<file path="config.mk">
export PLATFORM = sky130hd
export DESIGN_NAME = division_flat
export DESIGN_NICKNAME = d
export VERILOG_FILES = /design/src/rtl/division_pkg.sv /design/src/rtl/division_if.sv /design/src/rtl/division_step.sv /design/src/rtl/division.sv /design/src/flat_wrapper.sv
export SDC_FILE = /design/constraint.sdc
export NUM_CORES = 1
export LEC_CHECK = 0
export ABC_CLOCK_PERIOD_IN_PS = 6500
export CAP_MARGIN = 10
export CORE_AREA = 4 4 145 147
export DETAILED_ROUTE_END_ITERATION = 8
export DIE_AREA = 0 0 149 151
export GPL_TIMING_DRIVEN = 0
export PLACE_DENSITY_LB_ADDON = 0.05
export REMOVE_ABC_BUFFERS = 1
export SLEW_MARGIN = 5
export SYNTH_ARGS = -nofsm -noshare
export SYNTH_HDL_FRONTEND = slang
export SYNTH_SLANG_ARGS = --single-unit
</file>
<file path="constraint.sdc">
create_clock -name clock -period 6.5 [get_ports clock]
set_input_delay 0.65 -clock clock [delete_from_list [all_inputs] [get_ports clock]]
set_output_delay 0.65 -clock clock [all_outputs]
set_load 0.02 [all_outputs]
</file>
<file path="src/rtl/division_pkg.sv">
// division_pkg: shared types and constants for the restoring divider
package division_pkg;
   localparam int DIV_WIDTH = 32;
   typedef enum logic [1:0] {IDLE, BUSY, DONE} state_t;
   function automatic int cnt_w(input int width);
      return $clog2(width + 1);
   endfunction
endpackage

</file>
<file path="src/rtl/division_if.sv">
// division_if: operand/result bundle for the divider
// ports: start, a, b (requester -> divider); q, r, busy, done (divider -> requester)
interface division_if import division_pkg::*; #(parameter int WIDTH = DIV_WIDTH);
   logic             start;
   logic [WIDTH-1:0] a;
   logic [WIDTH-1:0] b;
   logic [WIDTH-1:0] q;
   logic [WIDTH-1:0] r;
   logic             busy;
   logic             done;
   modport master (output start, a, b, input q, r, busy, done);
   modport slave  (input start, a, b, output q, r, busy, done);
endinterface

</file>
<file path="src/rtl/division_step.sv">
// division_step: one combinational restoring-division step
// ports: rem (partial remainder), msb (next dividend bit), dvs (divisor) -> rem_n, qbit
module division_step #(parameter int WIDTH = 32) (
   input  logic [WIDTH-1:0] rem,
   input  logic             msb,
   input  logic [WIDTH-1:0] dvs,
   output logic [WIDTH-1:0] rem_n,
   output logic             qbit
);
   // shifted remainder kept WIDTH+1 bits wide so large divisors never lose the top bit
   logic [WIDTH:0] sh;
   assign sh    = {rem, msb};
   assign qbit  = sh >= {1'b0, dvs};
   assign rem_n = qbit ? WIDTH'(sh - {1'b0, dvs}) : sh[WIDTH-1:0];
endmodule

</file>
<file path="src/rtl/division.sv">
// division: sequential unsigned restoring divider, one quotient bit per clock
// ports: clock, reset (sync, active-high); bus.slave carries start/a/b in and q/r/busy/done out
module division import division_pkg::*; #(parameter int WIDTH = DIV_WIDTH) (
   input logic       clock,
   input logic       reset,
   division_if.slave bus
);
   localparam int CW = cnt_w(WIDTH);
   state_t           state, state_n;
   logic [CW-1:0]    cnt;
   logic [WIDTH-1:0] dvd, dvs, rem, quo, rem_n;
   logic             qbit;
   division_step #(.WIDTH(WIDTH)) u_step (
      .rem  (rem),
      .msb  (dvd[WIDTH-1]),
      .dvs  (dvs),
      .rem_n(rem_n),
      .qbit (qbit)
   );
   assign bus.busy = state == BUSY;
   always_comb begin
      state_n = state;
      state_n = state == IDLE ? (bus.start ? BUSY : IDLE) :
                state == BUSY ? (cnt == CW'(1) ? DONE : BUSY) : IDLE;
   end
   always_ff @(posedge clock) begin
      if (reset) begin
         state    <= IDLE;
         cnt      <= '0;
         dvd      <= '0;
         dvs      <= '0;
         rem      <= '0;
         quo      <= '0;
         bus.q    <= '0;
         bus.r    <= '0;
         bus.done <= 1'b0;
      end else begin
         state    <= state_n;
         bus.done <= state == DONE;
         if (state == IDLE && bus.start) begin
            dvd <= bus.a;
            dvs <= bus.b;
            rem <= '0;
            cnt <= CW'(WIDTH);
         end else if (state == BUSY) begin
            dvd <= dvd << 1;
            rem <= rem_n;
            quo <= {quo[WIDTH-2:0], qbit};
            cnt <= cnt - CW'(1);
         end else if (state == DONE) begin
            bus.q <= quo;
            bus.r <= rem;
         end
      end
   end
endmodule

</file>
<file path="src/flat_wrapper.sv">
// flat-port wrapper written by rule: the top's interface ports become plain ports
module division_flat import division_pkg::*;
#(parameter int WIDTH = DIV_WIDTH)
  (clock, reset, bus_start, bus_a, bus_b, bus_q, bus_r, bus_busy, bus_done);
  division_if #(.WIDTH(WIDTH)) bus_i ();
  input logic clock;
  input logic reset;
  input wire logic [$bits(bus_i.start)-1:0] bus_start;
  input wire logic [$bits(bus_i.a)-1:0] bus_a;
  input wire logic [$bits(bus_i.b)-1:0] bus_b;
  output wire logic [$bits(bus_i.q)-1:0] bus_q;
  output wire logic [$bits(bus_i.r)-1:0] bus_r;
  output wire logic [$bits(bus_i.busy)-1:0] bus_busy;
  output wire logic [$bits(bus_i.done)-1:0] bus_done;
  assign bus_i.start = bus_start;
  assign bus_i.a = bus_a;
  assign bus_i.b = bus_b;
  assign bus_q = bus_i.q;
  assign bus_r = bus_i.r;
  assign bus_busy = bus_i.busy;
  assign bus_done = bus_i.done;
  division #(.WIDTH(WIDTH)) u_core (.clock(clock), .reset(reset), .bus(bus_i));
endmodule
</file>
# Word level (Yosys, flattened, before mapping)
# Cells that the tools add are included.
[word_totals]
register_bits = 201
output_inout_bits = 66
[classes]
n_addsub = 2
n_lt_le_gt_ge = 1
eq_ne = 3
muxes = 9
bitwise_logic = 2
reduce_logical = 6
[op_table]
columns = ["cell", "n"]
rows = [
  ["$mux 32", 3],
  ["$ge 33x32->1", 1],
  ["$sub 32x32->32", 1],
  ["$mux 6", 2],
  ["$eq 6x1->1 const B", 1],
  ["$mux 2", 3],
  ["$sub 6x1->6 const B", 1],
  ["$reduce_and 3->1", 1],
  ["$eq 2x1->1 const B", 1],
  ["$eq 2x2->1 const B", 1],
  ["$logic_not 2->1", 1],
  ["$not 1->1", 2],
  ["$reduce_and 2->1", 1],
  ["$reduce_bool 2->1", 1],
  ["$reduce_or 2->1", 1],
  ["$logic_and 1x1->1", 1],
  ["$mux 1", 1],
]

# Longest topological paths before layout
# Gate-level depths: netlist of the first run.
[depth]
ltp_word = 4
mapped_depth = 13
depth_no_buf = 11

# By module
# A second synthesis of the first run with hierarchy kept.
[unflattened]
hier_cells = 1206
area_unflattened_um2 = 9467.8
[by_module_without_submodules]
columns = ["module", "n_inst", "cells_each", "area_per_inst_um2", "seq_area_each_um2"]
rows = [
  ["division", 1, 883, 7136.8, 4023.9],
  ["division_step", 1, 323, 2331.0, 0.0],
]

# Worst setup path before layout of the first run
# OpenSTA, ideal clock, no wires.
[synth_timing]
kind = "reg2reg"
startpoint = "register u_core.dvd[31]"
endpoint = "register u_core.rem[28]"
t_arrival_ps = 2559
required_ps = 6357
slack_ps = 3798
stages_incl_launch_ff = 12
n_path_buf = 0
synth_period_minus_slack_ps = 2702
cell_sequence = "dfxtp_1 > inv_1 > ha_1 > fa_1 > nor2b_1 > o2111ai_1 > a2111oi_1 > o31ai_1 > o221ai_1 > xor2_1 > mux2i_1 > a21oi_1"
[synth_between]
elab_chain_len = 2
elab_cells_between_ends = 3
cone_classes = "1 x add/sub; 1 x order compare; 1 x mux"
[synth_rtl]
columns = ["element", "line_no", "rtl"]
rows = [
  ["start: declaration", "division.sv:11", "logic [WIDTH-1:0] dvd, dvs, rem, quo, rem_n;"],
  ["start signal: assignment", "division.sv:41", "dvd <= bus.a;"],
  ["start signal: assignment", "division.sv:46", "dvd <= dvd << 1;"],
  ["$sub 32x32->32 / $ge 33x32->1 (equally long branches)", "division_step.sv:14, division_step.sv:13", ""],
  ["$mux 32 *", "division_step.sv:14", "assign rem_n = qbit ? WIDTH'(sh - {1'b0, dvs}) : sh[WIDTH-1:0];"],
  ["end signal: assignment", "division.sv:47", "rem <= rem_n;"],
  ["end: declaration", "division.sv:11", ""],
]
# Every way passes the cells marked *; elsewhere a longest branch is shown, timed or not.
# A chain may end at the register's enable or synchronous reset.

# Worst setup path in the final report of the first run
[layout_timing]
startpoint = "register u_core.state[1]"
endpoint = "output port bus_busy"
[layout_between]
elab_chain_len = 1
[layout_rtl]
columns = ["element", "line_no", "rtl"]
rows = [
  ["start: declaration", "division.sv:9", "state_t state, state_n;"],
  ["start signal: assignment", "division.sv:38", "state <= state_n;"],
  ["$eq 2x1->1", "division.sv:20", "assign bus.busy = state == BUSY;"],
  ["end: declaration", "flat_wrapper.sv:13", "output wire logic [$bits(bus_i.busy)-1:0] bus_busy;"],
]
# Every way passes these cells.

==> results of run 1 <==
power groups by stage:
stage	Clock, mW	Sequential [mW]	Combinational [mW]
after detailed placement	0	1.35	0.838
after floorplan	0	1.35	0.568
after CTS	1.26	1.33	0.844
final	1.22	1.33	0.843
after global routing	1.31	1.33	0.941
after global placement	0	1.36	0.777
flip-flops by register name, indices dropped and copies added, names as in the netlist:
register / cells
u_core.rem: 32
u_core.dvd: 32
u_core.dvs: 32
u_core.bus.done: 1
u_core.quo: 32
u_core.state: 2
u_core.cnt: 6
u_core.bus.q: 32
u_core.bus.r: 32
cells in the mapped netlist, drive strengths merged, types with 4 or more instances:
cell type / n / area (um^2)
a211oi: 4 / 30.0
a21o: 10 / 75.1
a21oi: 233 / 1170
a31oi: 5 / 31.3
and3: 7 / 43.8
buf: 25 / 116
clkbuf: 67 / 251
dfxtp: 201 / 4020
ha: 34 / 425
inv: 74 / 278
mux2i: 4 / 40.0
nand2: 289 / 1080
nand2b: 7 / 43.8
nand3: 12 / 60.1
nand4: 12 / 75.1
nor2: 138 / 518
nor2b: 4 / 25.0
nor3: 40 / 200
o211a: 6 / 60.1
o211ai: 4 / 30.0
o21ai: 55 / 275
xnor2: 20 / 175
xor2: 10 / 87.6
worst max-delay path, cell delays in order, from the launching register on:
cell and delay (ns):
dfxtp_1 0.83, buf_8 0.25, nand2b_2 0.29, buf_12 0.25, clkinv_2 0.44, clkdlybuf4s50_1 0.69
layout make-up:
class	instances	area [um^2]
Fill cell	1961	8050
Multi-Input combinational cell	945	4910
Sequential cell	201	4020
Timing Repair Buffer	143	1590
Clock buffer	30	612
Tap cell	270	338
Inverter	75	283
Clock inverter	8	92.6
Antenna cell	2	5.00
logic make-up after synthesis:
logic type	count (synthesis)	synth area share
AND/OR/NAND/NOR	528	0.229
AO/OA/AOI/OAI	348	0.204
flip-flops	201	0.421
buffers and inverters	167	0.0679
adder cells (fa/ha/maj)	35	0.0466
XOR/XNOR	30	0.0275
multiplexers	4	0.00419
how the worst max path moves through the flow:
stage	start	endpoint	depth (start not counted)
detailed placement	u_core.state[1]	bus_busy	5
floorplan	u_core.state[1]	u_core.rem[20]	6
CTS	u_core.state[1]	bus_busy	5
global placement	reset	u_core.rem[31]	5
finish	u_core.state[1]	bus_busy	5
global route	u_core.state[1]	bus_busy	5
placed cells by master, fill, tap and decap left out, types with 4 or more instances in the layout:
master,n
nand3_1,12
and3_1,7
a21oi_1,232
clkbuf_16,23
o21ai_1,8
xnor2_1,20
o211a_1,6
nor2_1,136
nand2_1,289
clkdlybuf4s50_1,131
mux2i_1,4
xor2_1,10
nand2b_1,5
dfxtp_1,201
a21o_1,10
buf_16,7
nor3_1,40
clkinv_2,6
o21ai_0,47
a31oi_1,5
nand4_1,12
clkbuf_1,6
a211oi_1,4
inv_1,73
o211ai_1,4
ha_1,34
per-layer routing:
metal,vias up,track usage,part of all wire
li1,4536,-,-
met1,3905,0.268,0.48
met2,158,0.341,0.45
met3,28,0.0428,0.059
met4,2,0.0380,0.015
met5,-,0,0.00052
through the flow:
step	cells	hold WS (ns)	cell area [um^2]	power (mW)
2_1_floorplan	1221	0.426	9190	1.91
3_3_place_gp	1623	0.441	10900	2.13
3_5_place_dp	1634	0.445	11100	2.19
4_1_cts	1672	0.453	11900	3.43
5_1_grt	1672	0.464	11900	3.58
6_report	1674	0.450	11900	3.40
==> flow_metrics.py, run 1 <==
metrics = {
    "outcome": {
        "status": "finished clean",
    },
    "floorplan": {
        "rows": 52,
        "coreArea_um2": 19900,
        "die_x_um": 149,
        "io_pins": 133,
        "die_h_um": 151,
        "start_util": 0.480,
        "dieArea_um2": 22500,
    },
    "clocking": {
        "cts-hold-fix-buffers": 0,
        "clock_sinks": 201,
        "htree_levels": 1,
        "cts_tree": "built",
        "clkTransAtPathRegs_ns": 0.06,
        "clockRootBuffer": "clkbuf_16",
        "post_cts_resized": 0,
        "clk_latency_ns": 0.50,
        "clockBufferDepth": 3,
        "postCtsSetupBuffers": 0,
        "cts_buffers": 22,
    },
    "power_and_ir_drop": {
        "power.share.switching": 0.300,
        "p_clk_frac": 0.361,
        "leakage_nw": 4.53,
        "peakVddDrop_mv": 0.167,
        "power_density_nw_per_um2": 286,
        "combPwrFrac": 0.248,
        "p_switching_mw": 1.02,
        "seq_power_share": 0.391,
        "intPower_mw": 2.38,
    },
    "drt": {
        "first_iter_violations": 373,
        "viasPerCell": 5.15,
        "vias": 8629,
        "drt_first_pass_iters": 5,
        "wl_per_cell_um": 13.9,
        "post-route-drc-count": 0,
        "wl_um": 23200,
        "ant_nets": 0,
    },
    "placement": {
        "io_buffers": 132,
        "dp_slack_ns": 3.07,
        "gp_congestion": 0.834,
        "dpl.hpwl_um": 15800,
    },
    "sta": {
        "drv_slew": 0,
        "finalCritPeriodShare": 0.606,
        "slew_headroom": 0.226,
        "rsz0062_at_grt": "false",
        "finalSetupViolations": 0,
        "period_minus_slack_ns": 3.94,
        "fin_ws_ns": 2.56,
        "hold_viol_final": 0,
        "tightestPinTransition_ns": 1.16,
        "fmax_ghz": 0.254,
        "finalSetupTns_ns": 0,
        "fin_skew_ns": 0.0122,
    },
    "critical_path": {
        "reg2reg_from": "u_core.dvd[31]",
        "critPathKind": "reg2out",
        "r2r.worst_path.cells": 11,
        "worst_ep_required_time_ns": 5.85,
        "cp_max_fo": 42,
        "worstSetupStartpointType": "flip-flop",
        "rr_endpoint": "u_core.rem[28]",
        "worst_setup_path_end_kind": "primary output",
        "arrival_ns": 3.29,
        "rrSetupSlack_ns": 3.06,
    },
    "final_layout": {
        "drive_above_1_share": 0.0414,
        "syn2layout_area_growth_pct": 24.1,
        "finalNetCount": 1490,
        "final_util": 0.596,
    },
    "logic_synthesis": {
        "netlist_instances": 1313,
        "synth_edf_count": 0,
        "synth-main-ff-cell": "dfxtp_1",
        "ys_ff_latch": 201,
        "async_flop_share": 0,
        "syn_area_per_cell_um2": 7.28,
        "netlist_area_um2": 9560,
        "synth_warnings": 0,
        "ys_types": 61,
        "synth-seq-area-share": 0.421,
    },
    "min_path": {
        "worstHoldStart": "u_core.bus.q[21]",
        "hold_path_class": "reg2reg",
        "hold_end": "u_core.bus.q[21]",
        "worstHoldPathCells": 2,
    },
    "global_routing": {
        "grt_pass1_wl_um": 38500,
        "grt_max_degree": 99,
        "grt_pass1_vias": 8040,
        "grt_use_total": 0.201,
        "antenna_found_initial": 1,
        "overflow": 0,
    },
    "flow_run": {
        "maxCapViolations": 0,
    },
}
Note: power is estimated with default switching activity, not from simulation.
==> run 2: changes to the inputs <==
Settings changed: ABC_CLOCK_PERIOD_IN_PS 6500 to 3200.
Clock period 6.5 ns to 3.2 ns, I/O delays scaled along.
==> run 2 against run 1 <==
Die area stayed put. Via count is 0.51% higher. Largest cell class unchanged. Critical path depth is 6 higher. Global-route usage hardly changed. Critical path type is now reg2reg. Design area is 0.38% higher. Sequential power is 100% higher. Utilization is 0.23 points higher. First-iteration DRC count is 4.3% higher. Sequential cell count stayed put. Clock-buffer cell count stayed put. Highest routed layer unchanged. Combinational power is 110% higher. Worst setup slack worse by 2.4 ns.
==> flow_metrics.py, run 2 (synthesized netlist as in run 1, its figures left out) <==
metrics = {
    "outcome": {
        "status": "finished clean",
    },
    "global_routing": {
        "grt_util_met2": 0.341,
        "overflow": 0,
        "grt_use_total": 0.201,
        "grt_pass1_vias": 8055,
        "busiest_layer": "met2",
        "antenna_found_initial": 1,
        "use_met3": 0.0428,
        "grt_pass1_wl_um": 38500,
        "grt_max_degree": 99,
        "use_met1": 0.268,
    },
    "sta": {
        "rsz0062_at_grt": "false",
        "fmax_ghz": 0.329,
        "fin_skew_ns": 0.0111,
        "period_minus_slack_ns": 3.04,
        "fin_ws_ns": 0.162,
        "drv_slew": 0,
        "finalCritPeriodShare": 0.949,
        "tightestPinTransition_ns": 1.13,
        "hold_viol_final": 0,
        "slew_headroom": 0.248,
        "finalSetupViolations": 0,
    },
    "final_layout": {
        "syn2layout_area_growth_pct": 24.5,
        "final_cell_mix": "nand2_1, a21oi_1, dfxtp_1",
        "layout.cells.non_filler": 1676,
        "final_common_cell": "nand2_1",
        "nFillCells": 1960,
        "finalNetCount": 1492,
        "drive_above_1_share": 0.0456,
    },
    "critical_path": {
        "worstSetupStartpointType": "flip-flop",
        "worst_setup_path_end_kind": "flip-flop",
        "cp_max_fo": 23,
        "crit_top_cell": "a21oi_1",
        "critPathKind": "reg2reg",
        "slowest_delay_ns": 0.62,
        "arrival_ns": 3.40,
        "worst_ep_required_time_ns": 3.56,
        "crit_path_top_delay_cell": "or4_4",
        "path_cells": "inv_1 -> ha_1 -> a21oi_1 -> nand2_1 -> o21a_1 -> or4_4 -> a41oi_4 -> buf_16 -> inv_2 -> o311ai_0 -> a21oi_1",
    },
    "placement": {
        "dp_slack_ns": -0.176,
        "dp.cells": 1634,
        "io_buffers": 132,
        "dpl.hpwl_um": 15800,
        "gp_congestion": 0.834,
    },
    "clocking": {
        "cts-hold-fix-buffers": 0,
        "clockBufferDepth": 3,
        "clock_sinks": 201,
        "cts_buffers": 22,
        "htree_levels": 1,
        "clk_latency_ns": 0.50,
        "clockRootBuffer": "clkbuf_16",
        "cts_tree": "built",
        "clkTransAtPathRegs_ns": 0.06,
    },
    "min_path": {
        "hold_path_class": "in2reg",
    },
    "floorplan": {
        "die_h_um": 151,
        "die_x_um": 149,
        "rows": 52,
        "coreArea_um2": 19900,
        "io_pins": 133,
        "start_util": 0.480,
        "dieArea_um2": 22500,
    },
    "flow_run": {
        "maxCapViolations": 0,
    },
    "drt": {
        "wl_um": 23200,
        "first_iter_violations": 389,
        "viasPerCell": 5.17,
        "wl_per_cell_um": 13.9,
        "ant_nets": 0,
        "vias": 8673,
        "post-route-drc-count": 0,
        "drt_first_pass_iters": 5,
    },
    "power_and_ir_drop": {
        "power_density_nw_per_um2": 583,
        "peakVddDrop_mv": 0.339,
        "leakage_nw": 4.54,
        "fin_total_pwr_mw": 6.93,
    },
}
==> run 2: cell type report <==
class,count,area [um^2],area share
timing repair buffer,145,1610,0.135
multi-input combinational,945,4940,0.415
clock buffer,30,612,0.0514
inverter,75,287,0.0241
antenna,2,5.00,0.000420
sequential,201,4030,0.338
tap,270,338,0.0284
clock inverter,8,92.6,0.00778
==> run 2: report_power, final <==
| group | leakage, nW | switching, mW | internal [mW] | total, mW |
|---|---|---|---|---|
| Clock | 0.346 | 0.989 | 1.49 | 2.48 |
| Combinational | 2.56 | 1.01 | 0.742 | 1.75 |
| Sequential | 1.64 | 0.0835 | 2.61 | 2.70 |
==> run 2: per-stage QoR <==
step	util	setup TNS, ns	cell area (um^2)	hold WS (ns)
floorplan	-	-75.06	9190	0.389
global placement	0.545	-612.06	10900	0.441
detailed placement	0.560	-1.05	11100	0.445
CTS	0.596	0	11900	0.244
global route	0.598	0	11900	0.286
finish	0.598	0	11900	0.258
==> run 2: what timing repair did <==
item,in CTS,in global routing
gates resized for setup,3,4
pin swaps,1,2
buffers inserted,1,1
endpoints found under the setup margin,19,20
==> run 2: metal layers <==
layer / part of all wire / wire length, um
met4: 0.015 / 345
met5: 0.00052 / 12
met2: 0.45 / 10500
met3: 0.058 / 1340
met1: 0.48 / 11100
==> run 2: path summary, 6_finish.rpt <==
| check | to | slack, ns | start | cells past startpoint |
|---|---|---|---|---|
| setup reg to reg | u_core.rem[25] | 0.16 | u_core.dvs[6] | 11 |
| setup / recovery | u_core.rem[25] | 0.16 | u_core.dvs[6] | 11 |
| hold reg to reg | u_core.bus.q[21] | 0.45 | u_core.bus.q[21] | 2 |
| hold / removal | u_core.dvd[0] | 0.26 | reset | 2 |
==> run 2: critical path, delay by kind of cell (launching register included) <==
kind | cells | cell delay, ns
buffers and inverters | 3 | 0.39
adder cells (fa/ha/maj) | 1 | 0.38
AND/OR/NAND/NOR | 2 | 0.72
AO/OA/AOI/OAI | 5 | 1.04
flip-flops | 1 | 0.34
==> run 3: changes to the inputs <==
Settings changed: ABC_AREA from default to 1, CELL_PAD_IN_SITES_DETAIL_PLACEMENT from default to 1, CELL_PAD_IN_SITES_GLOBAL_PLACEMENT from default to 2, CORE_AREA 4 4 145 147 to 4 4 199 201, DIE_AREA 0 0 149 151 to 0 0 203 205.
==> run 3 against run 2 <==
Global-route usage decreased by 4.5 points. Die area grew 85%. Register-to-register slack gained 0.22 ns. Critical path depth down 7. Utilization down 26 points. Clock skew is 0.0042 ns lower. Total power shrank 7.5%. Highest routed layer unchanged. Synthesized cell count increased by 16%.
==> flow_metrics.py, run 3 <==
metrics = {
    "outcome": {
        "status": "finished clean",
    },
    "sta": {
        "slew_headroom": 0.350,
        "hold_ws_ns": 0.341,
        "hold_viol_final": 0,
        "tightestPinTransition_ns": 0.972,
        "fin_ws_ns": 0.233,
        "rsz0062_at_grt": "false",
        "fin_skew_ns": 0.00695,
        "drv_slew": 0,
        "finalSetupViolations": 0,
        "finalCritPeriodShare": 0.927,
        "period_minus_slack_ns": 2.97,
        "fmax_ghz": 0.337,
    },
    "critical_path": {
        "slowest_delay_ns": 0.69,
        "critPathKind": "reg2out",
        "path_delay_family": "buffers and inverters",
        "path_cells": "inv_1 -> nor2_4 -> buf_12 -> clkdlybuf4s50_1",
        "path_buf_inv": 3,
        "worst_setup_path_end_kind": "primary output",
        "crit_path_top_delay_cell": "nor2_4",
        "cp_max_fo": 31,
        "worst_ep_required_time_ns": 2.88,
        "arrival_ns": 2.65,
        "worstSetupStartpointType": "flip-flop",
    },
    "logic_synthesis": {
        "yosys.area.top_type": "dfxtp_1",
        "synth-main-ff-cell": "dfxtp_1",
        "synth_area_leaders": "dfxtp_1, nand2_1, nor2_1",
        "netlist_area_um2": 10100,
        "synthTopCellsByCount": "nand2_1, nor2_1, dfxtp_1, inv_1, o21ai_0",
        "synth_most_common_cell": "nand2_1",
        "synth-seq-area-share": 0.398,
        "synth_edf_count": 0,
        "ys_types": 35,
        "ys_ff_latch": 201,
        "synth.top_cell.area_share": 0.398,
        "netlist_instances": 1518,
        "synth_warnings": 0,
        "syn_area_per_cell_um2": 6.67,
        "async_flop_share": 0,
    },
    "clocking": {
        "htree_levels": 1,
        "clockBufferDepth": 3,
        "cts_tree": "built",
        "clk_latency_ns": 0.54,
        "post_cts_resized": 1,
        "cts-hold-fix-buffers": 0,
        "cts_buffers": 25,
        "clock_sinks": 201,
        "postCtsSetupBuffers": 0,
        "clkTransAtPathRegs_ns": 0.06,
        "clockRootBuffer": "clkbuf_16",
    },
    "power_and_ir_drop": {
        "leakage_nw": 6.12,
        "peakVddDrop_mv": 0.324,
        "power_density_nw_per_um2": 502,
    },
    "placement": {
        "dpl.hpwl_um": 23000,
        "gp_congestion": 0.799,
        "dp_slack_ns": -0.903,
        "io_buffers": 132,
    },
    "final_layout": {
        "final_cell_mix": "nand2_1, nor2_1, dfxtp_1",
        "n_antenna_cell": 0,
        "drive_above_1_share": 0.0510,
        "final_common_cell": "nand2_1",
        "syn2layout_area_growth_pct": 26.1,
        "final_util": 0.340,
        "finalNetCount": 1711,
        "nFillCells": 4709,
    },
    "drt": {
        "wl_per_cell_um": 15.3,
        "wl_um": 32700,
        "vias": 9746,
        "post-route-drc-count": 0,
        "first_iter_violations": 266,
        "viasPerCell": 4.56,
        "drt_first_pass_iters": 4,
        "ant_nets": 0,
    },
    "flow_run": {
        "maxCapViolations": 0,
    },
    "global_routing": {
        "grt_max_degree": 116,
        "antenna_found_initial": 1,
        "overflow": 0,
        "grt_pass1_vias": 10200,
        "grt_pass1_wl_um": 53800,
        "grt_use_total": 0.156,
    },
    "floorplan": {
        "io_pins": 133,
        "die_x_um": 203,
        "dieArea_um2": 41600,
        "coreArea_um2": 37600,
        "die_h_um": 205,
        "rows": 71,
        "start_util": 0.269,
    },
    "min_path": {
        "hold_path_class": "in2reg",
    },
}
run 3: stage by stage:
| stage | cell area [um^2] | instances | power, mW | TNS, ns |
|---|---|---|---|---|
| 4_1_cts | 12800 | 2139 | 6.57 | 0 |
| 3_3_place_gp | 11700 | 2085 | 3.75 | -1267.10 |
| 3_5_place_dp | 12000 | 2093 | 3.78 | -23.83 |
| 5_1_grt | 12800 | 2139 | 6.80 | 0 |
| 6_report | 12800 | 2139 | 6.41 | 0 |
| 2_1_floorplan | 9780 | 1442 | 3.38 | -394.63 |
run 3: power by group:
group / internal, mW / leakage (nW) / switching (mW)
Combinational: 0.354 / 4.09 / 0.640
Clock: 1.59 / 0.384 / 1.12
Sequential: 2.64 / 1.64 / 0.0700
run 3: layer usage:
metal,global-route usage,wire (um),up-vias,part of all wire
met5,0,13,-,0.00040
met4,0.0310,510,2,0.016
met3,0.0350,1580,35,0.048
met2,0.274,15600,100,0.48
met1,0.199,15000,4590,0.46
li1,-,-,5019,-
run 3: cells by family after synthesis:
| logic type | count (synthesis) | synth area share |
|---|---|---|
| AND/OR/NAND/NOR | 703 | 0.289 |
| AO/OA/AOI/OAI | 290 | 0.149 |
| buffers and inverters | 273 | 0.107 |
| flip-flops | 201 | 0.398 |
| adder cells (fa/ha/maj) | 35 | 0.0440 |
| XOR/XNOR | 16 | 0.0138 |
run 3: worst paths after layout:
kind	start	endpoint	slack (ns)	depth (start not counted)
max reg2reg	u_core.state[0]	u_core.dvd[19]	0.38	8
min	bus_a[0]	u_core.dvd[0]	0.34	3
min reg2reg	u_core.dvs[22]	u_core.dvs[22]	0.47	2
max	u_core.state[0]	bus_busy	0.23	4
run 3: layout make-up:
cell class	instances	area (um^2)	area share
sequential	201	4020	0.315
clock buffer	35	693	0.0543
inverter	197	752	0.0589
tap	511	639	0.0501
multi-input combinational	1044	5050	0.396
timing repair buffer	140	1510	0.118
clock inverter	11	92.6	0.00725
run 3: worst reg2reg max path, stage by stage (launching register included):
cell     delay (ns)
dfxtp_1        0.37
inv_1          0.12
nor2_4         0.69
buf_12         0.29
inv_4          0.32
nand2_2        0.46
buf_12         0.26
o21ai_0        0.11
a21oi_1        0.14
